<file path="src/rtl/pipe_stage_reg_pkg.sv">
// Shared definitions for the generic inter-stage pipeline register.
package pipe_stage_reg_pkg;

  // Operating modes selected by the MODE parameter.
  localparam int unsigned ModeCtrl = 0;
  localparam int unsigned ModeHs   = 1;

  // Stall-bit encoding used by the central pipeline controller.
  localparam logic Stop     = 1'b1;
  localparam logic Continue = 1'b0;

  // Skid buffer occupancy states; the encoding doubles as the entry count.
  typedef enum logic [1:0] {
    StEmpty = 2'b00,
    StOne   = 2'b01,
    StFull  = 2'b10
  } skid_state_e;

  // Number of entries held in a given skid state.
  function automatic logic [1:0] occ_of(skid_state_e st);
    logic [1:0] n;
    n = 2'd0;
    unique case (st)
      StEmpty: n = 2'd0;
      StOne:   n = 2'd1;
      StFull:  n = 2'd2;
      default: n = 2'd0;
    endcase
    return n;
  endfunction

endpackage

</file>
<file path="src/rtl/pipe_skid_buf.sv">
// Two-entry valid/ready skid buffer: main register drives the output,
// skid register absorbs the one entry accepted while downstream stalls.
module pipe_skid_buf
  import pipe_stage_reg_pkg::*;
#(
  parameter int unsigned         DATA_W   = 64,
  parameter logic [DATA_W-1:0]   NOP_DATA = '0
) (
  input  logic              clk_i,
  input  logic              rst_i,
  input  logic              flush_i,
  input  logic              in_valid_i,
  output logic              in_ready_o,
  input  logic [DATA_W-1:0] in_data_i,
  output logic              out_valid_o,
  input  logic              out_ready_i,
  output logic [DATA_W-1:0] out_data_o,
  output logic [1:0]        occ_o
);

  skid_state_e       state_q, state_d;
  logic [DATA_W-1:0] main_q, main_d;
  logic [DATA_W-1:0] skid_q, skid_d;
  logic              push, pop;

  // in_ready depends only on registered state, never on out_ready.
  assign in_ready_o  = (state_q != StFull);
  assign out_valid_o = (state_q != StEmpty);
  assign out_data_o  = main_q;
  assign occ_o       = occ_of(state_q);

  assign push = in_valid_i & in_ready_o;
  assign pop  = out_valid_o & out_ready_i;

  // Next-state: in_data is captured only on push; vacated regs return to NOP.
  always_comb begin
    state_d = state_q;
    main_d  = main_q;
    skid_d  = skid_q;
    unique case (state_q)
      StEmpty: begin
        if (push) begin
          state_d = StOne;
          main_d  = in_data_i;
        end
      end
      StOne: begin
        if (push && pop) begin
          main_d = in_data_i;
        end else if (push) begin
          state_d = StFull;
          skid_d  = in_data_i;
        end else if (pop) begin
          state_d = StEmpty;
          main_d  = NOP_DATA;
        end
      end
      StFull: begin
        if (pop) begin
          state_d = StOne;
          main_d  = skid_q;
          skid_d  = NOP_DATA;
        end
      end
      default: begin
        state_d = StEmpty;
        main_d  = NOP_DATA;
        skid_d  = NOP_DATA;
      end
    endcase
  end

  // State registers; reset and flush both empty the buffer.
  always_ff @(posedge clk_i) begin
    if (rst_i || flush_i) begin
      state_q <= StEmpty;
      main_q  <= NOP_DATA;
      skid_q  <= NOP_DATA;
    end else begin
      state_q <= state_d;
      main_q  <= main_d;
      skid_q  <= skid_d;
    end
  end

endmodule

</file>
<file path="src/rtl/pipe_stage_reg.sv">
// Generic pipeline stage register: either controller-stalled single entry
// with bubble insertion, or a full-throughput valid/ready skid buffer.
module pipe_stage_reg
  import pipe_stage_reg_pkg::*;
#(
  parameter int unsigned       DATA_W   = 64,
  parameter logic [DATA_W-1:0] NOP_DATA = '0,
  parameter int unsigned       MODE     = ModeCtrl
) (
  input  logic              clk,
  input  logic              rst,
  input  logic              flush,
  input  logic              stall_cur,
  input  logic              stall_nxt,
  input  logic              in_valid,
  output logic              in_ready,
  input  logic [DATA_W-1:0] in_data,
  output logic              out_valid,
  input  logic              out_ready,
  output logic [DATA_W-1:0] out_data,
  output logic [1:0]        occ
);

  if (MODE == ModeHs) begin : g_hs
    pipe_skid_buf #(
      .DATA_W   (DATA_W),
      .NOP_DATA (NOP_DATA)
    ) u_skid (
      .clk_i       (clk),
      .rst_i       (rst),
      .flush_i     (flush),
      .in_valid_i  (in_valid),
      .in_ready_o  (in_ready),
      .in_data_i   (in_data),
      .out_valid_o (out_valid),
      .out_ready_i (out_ready),
      .out_data_o  (out_data),
      .occ_o       (occ)
    );

    // Stall bits have no meaning in handshake mode.
    logic unused_stall;
    assign unused_stall = stall_cur ^ stall_nxt;
  end else begin : g_ctrl
    logic              valid_q;
    logic [DATA_W-1:0] data_q;

    assign in_ready  = (stall_cur == Continue);
    assign out_valid = valid_q;
    assign out_data  = data_q;
    assign occ       = {1'b0, valid_q};

    // Single entry: load, insert a bubble, or hold, as the stall bits dictate.
    always_ff @(posedge clk) begin
      if (rst || flush) begin
        valid_q <= 1'b0;
        data_q  <= NOP_DATA;
      end else if (stall_cur == Stop) begin
        if (stall_nxt == Continue) begin
          valid_q <= 1'b0;
          data_q  <= NOP_DATA;
        end
      end else begin
        valid_q <= in_valid;
        data_q  <= in_valid ? in_data : NOP_DATA;
      end
    end

    // Downstream readiness is implied by the controller in this mode.
    logic unused_ready;
    assign unused_ready = out_ready;
  end

endmodule

</file>
<file path="config.mk">
export PLATFORM = sky130hd
export DESIGN_NAME = pipe_stage_reg
export DESIGN_NICKNAME = d
export VERILOG_FILES = /design/src/rtl/pipe_stage_reg_pkg.sv /design/src/rtl/pipe_skid_buf.sv /design/src/rtl/pipe_stage_reg.sv
export SDC_FILE = /design/constraint.sdc
export NUM_CORES = 1
export LEC_CHECK = 0
export CAP_MARGIN = 5
export CELL_PAD_IN_SITES_DETAIL_PLACEMENT = 2
export CELL_PAD_IN_SITES_GLOBAL_PLACEMENT = 2
export CORE_MARGIN = 3
export CORE_UTILIZATION = 24
export DETAILED_ROUTE_END_ITERATION = 6
export PLACE_DENSITY = 0.88
export SLEW_MARGIN = 20
export SYNTH_ARGS = -nofsm -noshare
export SYNTH_HDL_FRONTEND = slang
export SYNTH_HIERARCHICAL = 1
export SYNTH_SLANG_ARGS = --single-unit
</file>
<file path="constraint.sdc">
create_clock -name clk -period 1.6 [get_ports clk]
set_input_delay 0.32 -clock clk [delete_from_list [all_inputs] [get_ports clk]]
set_output_delay 0.32 -clock clk [all_outputs]
set_load 0.01 [all_outputs]
</file>
==> results of run 1 <==
## report_power, final
part           switching [W]  internal (W)  total, W
combinational       0.000211      0.000270  0.000482
clock               0.000666       0.00119   0.00185
sequential         0.0000165       0.00165   0.00167
total               0.000893       0.00311   0.00400
## registers in the layout, summed over array words and instances (netlist names)
signal / flops
out_data: 64
out_valid: 1
## cells in the final DEF, fill, tap and decap left out, types with 3 or more instances in the layout
| cell type | count |
|---|---|
| clkinv_2 | 3 |
| dfxtp_1 | 65 |
| buf_12 | 4 |
| clkdlybuf4s50_1 | 131 |
| clkbuf_16 | 9 |
| nand3_1 | 65 |
| a21oi_1 | 65 |
| nand3b_1 | 64 |
## kinds of logic (layout without fill, tap and decap cells)
group | count (synthesis) | in the layout | share of synthesized area
and+or+nand+nor | 131 | 131 | 0.299
AOI/OAI and AO/OA | 65 | 65 | 0.119
DFF | 65 | 65 | 0.475
buffers and inverters | 38 | 156 | 0.106
other | 1 | 2 | 0.00137
## layer usage
layer / wire [microns] / vias up
li1: - / 1289
met1: 3860 / 1332
met2: 5150 / 78
met3: 584 / 2
met4: 27 / 0
met5: 0 / -
## metrics by stage
stage                     hold slack [ns]  cells  power [W]  utilization
after floorplan                     0.484    300    0.00193            -
after global placement              0.450    543    0.00218        0.369
after detailed placement            0.461    543    0.00219        0.369
after CTS                           0.469    558    0.00408        0.395
after global routing                0.479    558    0.00419        0.395
final                               0.463    559    0.00400        0.395
## how the worst max path moves through the flow
stage,startpoint,to,slack (ns),depth (start not counted)
global route,out_data[15]$_SDFFE_PP0P_,out_data[15],0.0003,1
finish,out_valid$_SDFFE_PP0P_,occ[0],0.05,1
global placement,flush,out_data[31]$_SDFFE_PP0P_,0.13,4
floorplan,flush,out_data[10]$_SDFFE_PP0P_,0.62,4
detailed placement,flush,out_data[4]$_SDFFE_PP0P_,0.06,4
CTS,out_valid$_SDFFE_PP0P_,out_valid,0.03,1
## final cells by class
type / instances / area, sq um / area share
Clock buffer: 11 / 233 / 0.0536
Multi-Input combinational cell: 197 / 1150 / 0.264
Antenna cell: 1 / 2.50 / 0.000576
Timing Repair Buffer: 140 / 1430 / 0.330
Inverter: 1 / 3.75 / 0.000865
Clock inverter: 4 / 45.0 / 0.0104
Sequential cell: 65 / 1300 / 0.300
Tap cell: 140 / 175 / 0.0403
## Yosys cell counts
| master | n | area [sq um] |
|---|---|---|
| or2_1 | 1 | 6.26 |
| dfxtp_1 | 65 | 1300 |
| buf_6 | 16 | 180 |
| nand3b_1 | 64 | 480 |
| a21oi_1 | 65 | 325 |
| buf_2 | 12 | 60.1 |
| conb_1 | 1 | 3.75 |
| buf_4 | 3 | 22.5 |
| nand2b_1 | 1 | 6.26 |
| nand3_1 | 65 | 325 |
| inv_1 | 1 | 3.75 |
| clkbuf_1 | 6 | 22.5 |
==> metrics.cfg, run 1 <==
[detailed_routing]
drt-initial-drc-count = 123
dr.pass1.iters = 4
wl_per_cell_microns = 17.2
vias = 2701
ant_nets = 0
drc = 0
finalWirelength_microns = 9620
vias_per_cell = 4.83

[timing]
slew_headroom = 0.657
worst_slack_ns = 0.0493
period_share = 0.969
min_period_ns = 1.55
finalHoldViolCount = 0
tightest_slew_ns = 0.515
slew_violations = 0
setup_viol = 0
finalSetupTns_ns = 0
rsz0062_at_grt = false
max_freq_mhz = 645
finClkSkew_ns = 0

[min_path]
min_from = out_data[2]$_SDFFE_PP0P_
whs_path_depth = 2
min_path_type = reg -> reg
holdPathEnd = out_data[2]$_SDFFE_PP0P_

[worst_setup_path]
end_kind = output pin
reg2reg_depth = 2
path_delay_family = buffers and inverters
critical_path_arrival_ns = 1.23
path_max_fanout = 3
start_kind = flop
r2r-end = out_data[43]$_SDFFE_PP0P_
regToRegStartpoint = out_data[43]$_SDFFE_PP0P_
path_buf_inv = 1
r2r_setup_slack_ns = 0.93
worstSetupPathType = reg -> out
max_stage_delay_ns = 0.56
cp_slowest_cell = clkdlybuf4s50_1
path_cells = clkdlybuf4s50_1
worstPathRequired_ns = 1.28

[floorplanning]
initial_core_util = 0.249
io_pins = 139
rows = 38
die-width_microns = 113
die_y_microns = 113
die_area_sq_um = 12700
core_region_area_sq_um = 11000

[place]
placed_cell_area_sq_um = 4060
hpwlAfterDp_microns = 6310
io_buffers = 136
gp_congestion = 0.725
pre_cts_slack_ns = 0.0631

[cells_and_area]
drive_above_1_share = 0.0502
final_cell_area_sq_um = 4340
nets = 485
nFillCells = 1250
area_growth_pct = 58.6

[global_routing]
grt_pass1_wl_microns = 15200
track_usage = 0.148
grt_pass1_vias = 2915
antenna_found_initial = 0
gr-total-overflow = 0
grt_use_met2 = 0.274
grt_max_degree = 131
grt-busiest-layer = met2
use_met3 = 0.0578
met1_usage = 0.163

[clocking]
clk_pin_slew_worst_paths_ns = 0.06
cts_max_level = 3
post_cts_resized = 0
post_cts_buffers = 0
cts_buffers = 9
clock_sinks = 65
clockBufferDepth = 2
cts-root-buf = clkbuf_16
clk_latency_ns = 0.32
cts_tree = built
holdBufCountCts = 0

[flow_run]
drv_cap = 0

[yosys]
synth-seq-area-share = 0.475
yosys_warnings = 6
ys_ff_latch = 65
synth_area_per_cell_sq_um = 9.13
synth_area_sq_um = 2740
synth_nets = 371
synth_cells = 300
synth_cell_type_count = 12

[power]
p_leak_nw = 1.42
peakVddDrop_v = 0.000351
p_per_area_nw_per_um2 = 922

[run_status]
status = finished clean

Power figures use the tool's default switching activity.
==> inputs of run 2 (changes only) <==
CELL_PAD_IN_SITES_DETAIL_PLACEMENT = 0   (was 2)
CELL_PAD_IN_SITES_GLOBAL_PLACEMENT = 1   (was 2)
CORE_UTILIZATION = 30   (was 24)
PLACE_DENSITY = 0.86   (was 0.88)
==> metrics.cfg, run 2 (synthesis results as in run 1) <==
[timing]
slew_headroom = 0.659  ; +0.00205
max_freq_mhz = 652  ; +1.0%
rsz0062_at_grt = false
finalHoldViolCount = 0  ; unchanged
worst_slack_ns = 0.0652  ; +0.0159 ns
setup_viol = 0  ; unchanged
slew_violations = 0  ; unchanged
finalSetupTns_ns = 0  ; unchanged
tightest_slew_ns = 0.512  ; -0.00308 ns
finClkSkew_ns = 0  ; unchanged
period_share = 0.959  ; -0.00991
min_period_ns = 1.53  ; -0.0159 ns

[detailed_routing]
finalWirelength_microns = 7640  ; -21%
ant_nets = 0  ; unchanged
vias = 2599  ; -3.8%
vias_per_cell = 4.92  ; +1.9%
wl_per_cell_microns = 14.5  ; -16%
drc = 0  ; unchanged
drt-initial-drc-count = 113  ; -8.1%
dr.pass1.iters = 4  ; unchanged

[global_routing]
grt_pass1_vias = 2438  ; -16%
gr-total-overflow = 0  ; unchanged
grt_pass1_wl_microns = 12000  ; -21%
antenna_found_initial = 0  ; unchanged
grt_max_degree = 131  ; unchanged
track_usage = 0.146  ; -0.00269

[min_path]
whs_path_depth = 2  ; unchanged
min_path_type = reg -> reg
min_from = out_data[43]$_SDFFE_PP0P_
holdPathEnd = out_data[43]$_SDFFE_PP0P_

[clocking]
post_cts_buffers = 0  ; unchanged
cts_buffers = 9  ; unchanged
cts_tree = built
holdBufCountCts = 0  ; unchanged
cts-root-buf = clkbuf_8
clockBufferDepth = 2  ; unchanged
cts_max_level = 3  ; unchanged
clock_sinks = 65  ; unchanged
clk_pin_slew_worst_paths_ns = 0.07  ; about the same
clk_latency_ns = 0.32  ; about the same

[worst_setup_path]
regToRegStartpoint = out_data[56]$_SDFFE_PP0P_
cp_slowest_cell = clkdlybuf4s50_1
worstSetupPathType = reg -> out
end_kind = output pin
reg2reg_depth = 2  ; unchanged
critical_path_arrival_ns = 1.21  ; -0.02 ns
r2r-end = out_data[56]$_SDFFE_PP0P_
worstPathRequired_ns = 1.28  ; about the same
path_cells = clkdlybuf4s50_1
path_max_fanout = 2  ; -1
path_delay_family = buffers and inverters
r2r_setup_slack_ns = 0.97  ; +0.04 ns
max_stage_delay_ns = 0.55  ; about the same
path_buf_inv = 1  ; unchanged
start_kind = flop

[floorplanning]
die-width_microns = 102  ; -10%
die_area_sq_um = 10300  ; -19%
die_y_microns = 102  ; -10%
initial_core_util = 0.311  ; +0.0616
core_region_area_sq_um = 8810  ; -20%
io_pins = 139  ; unchanged
rows = 34  ; -11%

[place]
io_buffers = 136  ; unchanged
pre_cts_slack_ns = 0.121  ; +0.0574 ns
hpwlAfterDp_microns = 4850  ; -23%
gp_congestion = 0.678  ; -6.4%

[cells_and_area]
nFillCells = 850  ; -32%
register_area_sq_um = 1300  ; unchanged
final_common_cell = clkdlybuf4s50_1
most-common-layout-cells = clkdlybuf4s50_1, nand3_1, a21oi_1, dfxtp_1, nand3b_1
largest_reg_flops = 64  ; unchanged
area_growth_pct = 54.2
nets = 487  ; +0.41%
multi_input_area_sq_um = 1150  ; unchanged
diodes = 0  ; -1
drive_above_1_share = 0.0548  ; +0.00452

[flow_run]
drv_cap = 0  ; unchanged

[power]
p_per_area_nw_per_um2 = 785  ; -15%
p_leak_nw = 1.46  ; +2.4%
peakVddDrop_v = 0.000415  ; +18%

[run_status]
status = finished clean

-- run 2: metal layers --
| metal | vias up | GRT usage | wire, microns |
|---|---|---|---|
| met5 | - | 0 | 0 |
| met4 | 0 | 0.0337 | 51 |
| met3 | 6 | 0.0675 | 732 |
| met2 | 93 | 0.232 | 3630 |
| met1 | 1206 | 0.180 | 3220 |
| li1 | 1294 | - | - |
-- run 2: metrics by stage --
stage / power (W) / hold WS (ns) / util / area (sq um) / instances
CTS: 0.00339 / 0.465 / 0.478 / 4210 / 528
detailed placement: 0.00218 / 0.455 / 0.459 / 4040 / 513
floorplan: 0.00193 / 0.484 / - / 2740 / 300
global route: 0.00351 / 0.482 / 0.479 / 4220 / 528
finish: 0.00331 / 0.461 / 0.479 / 4220 / 528
global placement: 0.00218 / 0.449 / 0.459 / 4040 / 513
-- run 2: how the worst max path moves through the flow --
stage / slack, ns / to / cells after the start / startpoint
after floorplan: 0.62 / out_data[10]$_SDFFE_PP0P_ / 4 / flush
after global placement: 0.16 / out_data[30]$_SDFFE_PP0P_ / 4 / flush
after detailed placement: 0.12 / out_data[23]$_SDFFE_PP0P_ / 4 / flush
after CTS: 0.004 / occ[0] / 1 / out_valid$_SDFFE_PP0P_
after global routing: 0.0009 / out_data[57] / 1 / out_data[57]$_SDFFE_PP0P_
final: 0.07 / out_data[62] / 1 / out_data[62]$_SDFFE_PP0P_
-- run 2: layout make-up --
class	instances	area share
well taps	108	0.0320
clock buffers	12	0.0344
inverters	1	0.000889
flip-flops and latches	65	0.308
repair buffers	142	0.348
clock inverters	3	0.00415
multi-input cells	197	0.272
-- run 2: power breakdown --
part           total, W  switching [W]  internal [W]  leakage (nW)
Combinational  0.000476       0.000201      0.000275         0.850
Sequential      0.00166      0.0000146       0.00165         0.526
Clock           0.00118       0.000583      0.000592        0.0822
Total           0.00331       0.000798       0.00252          1.46
-- run 2: timing repair --
action / in CTS / in global routing
cloned: 0 / 0
endpoints found under the setup margin: 2 / 6
endpoints found under the hold margin: 0 / 0
resized for setup: 1 / 6
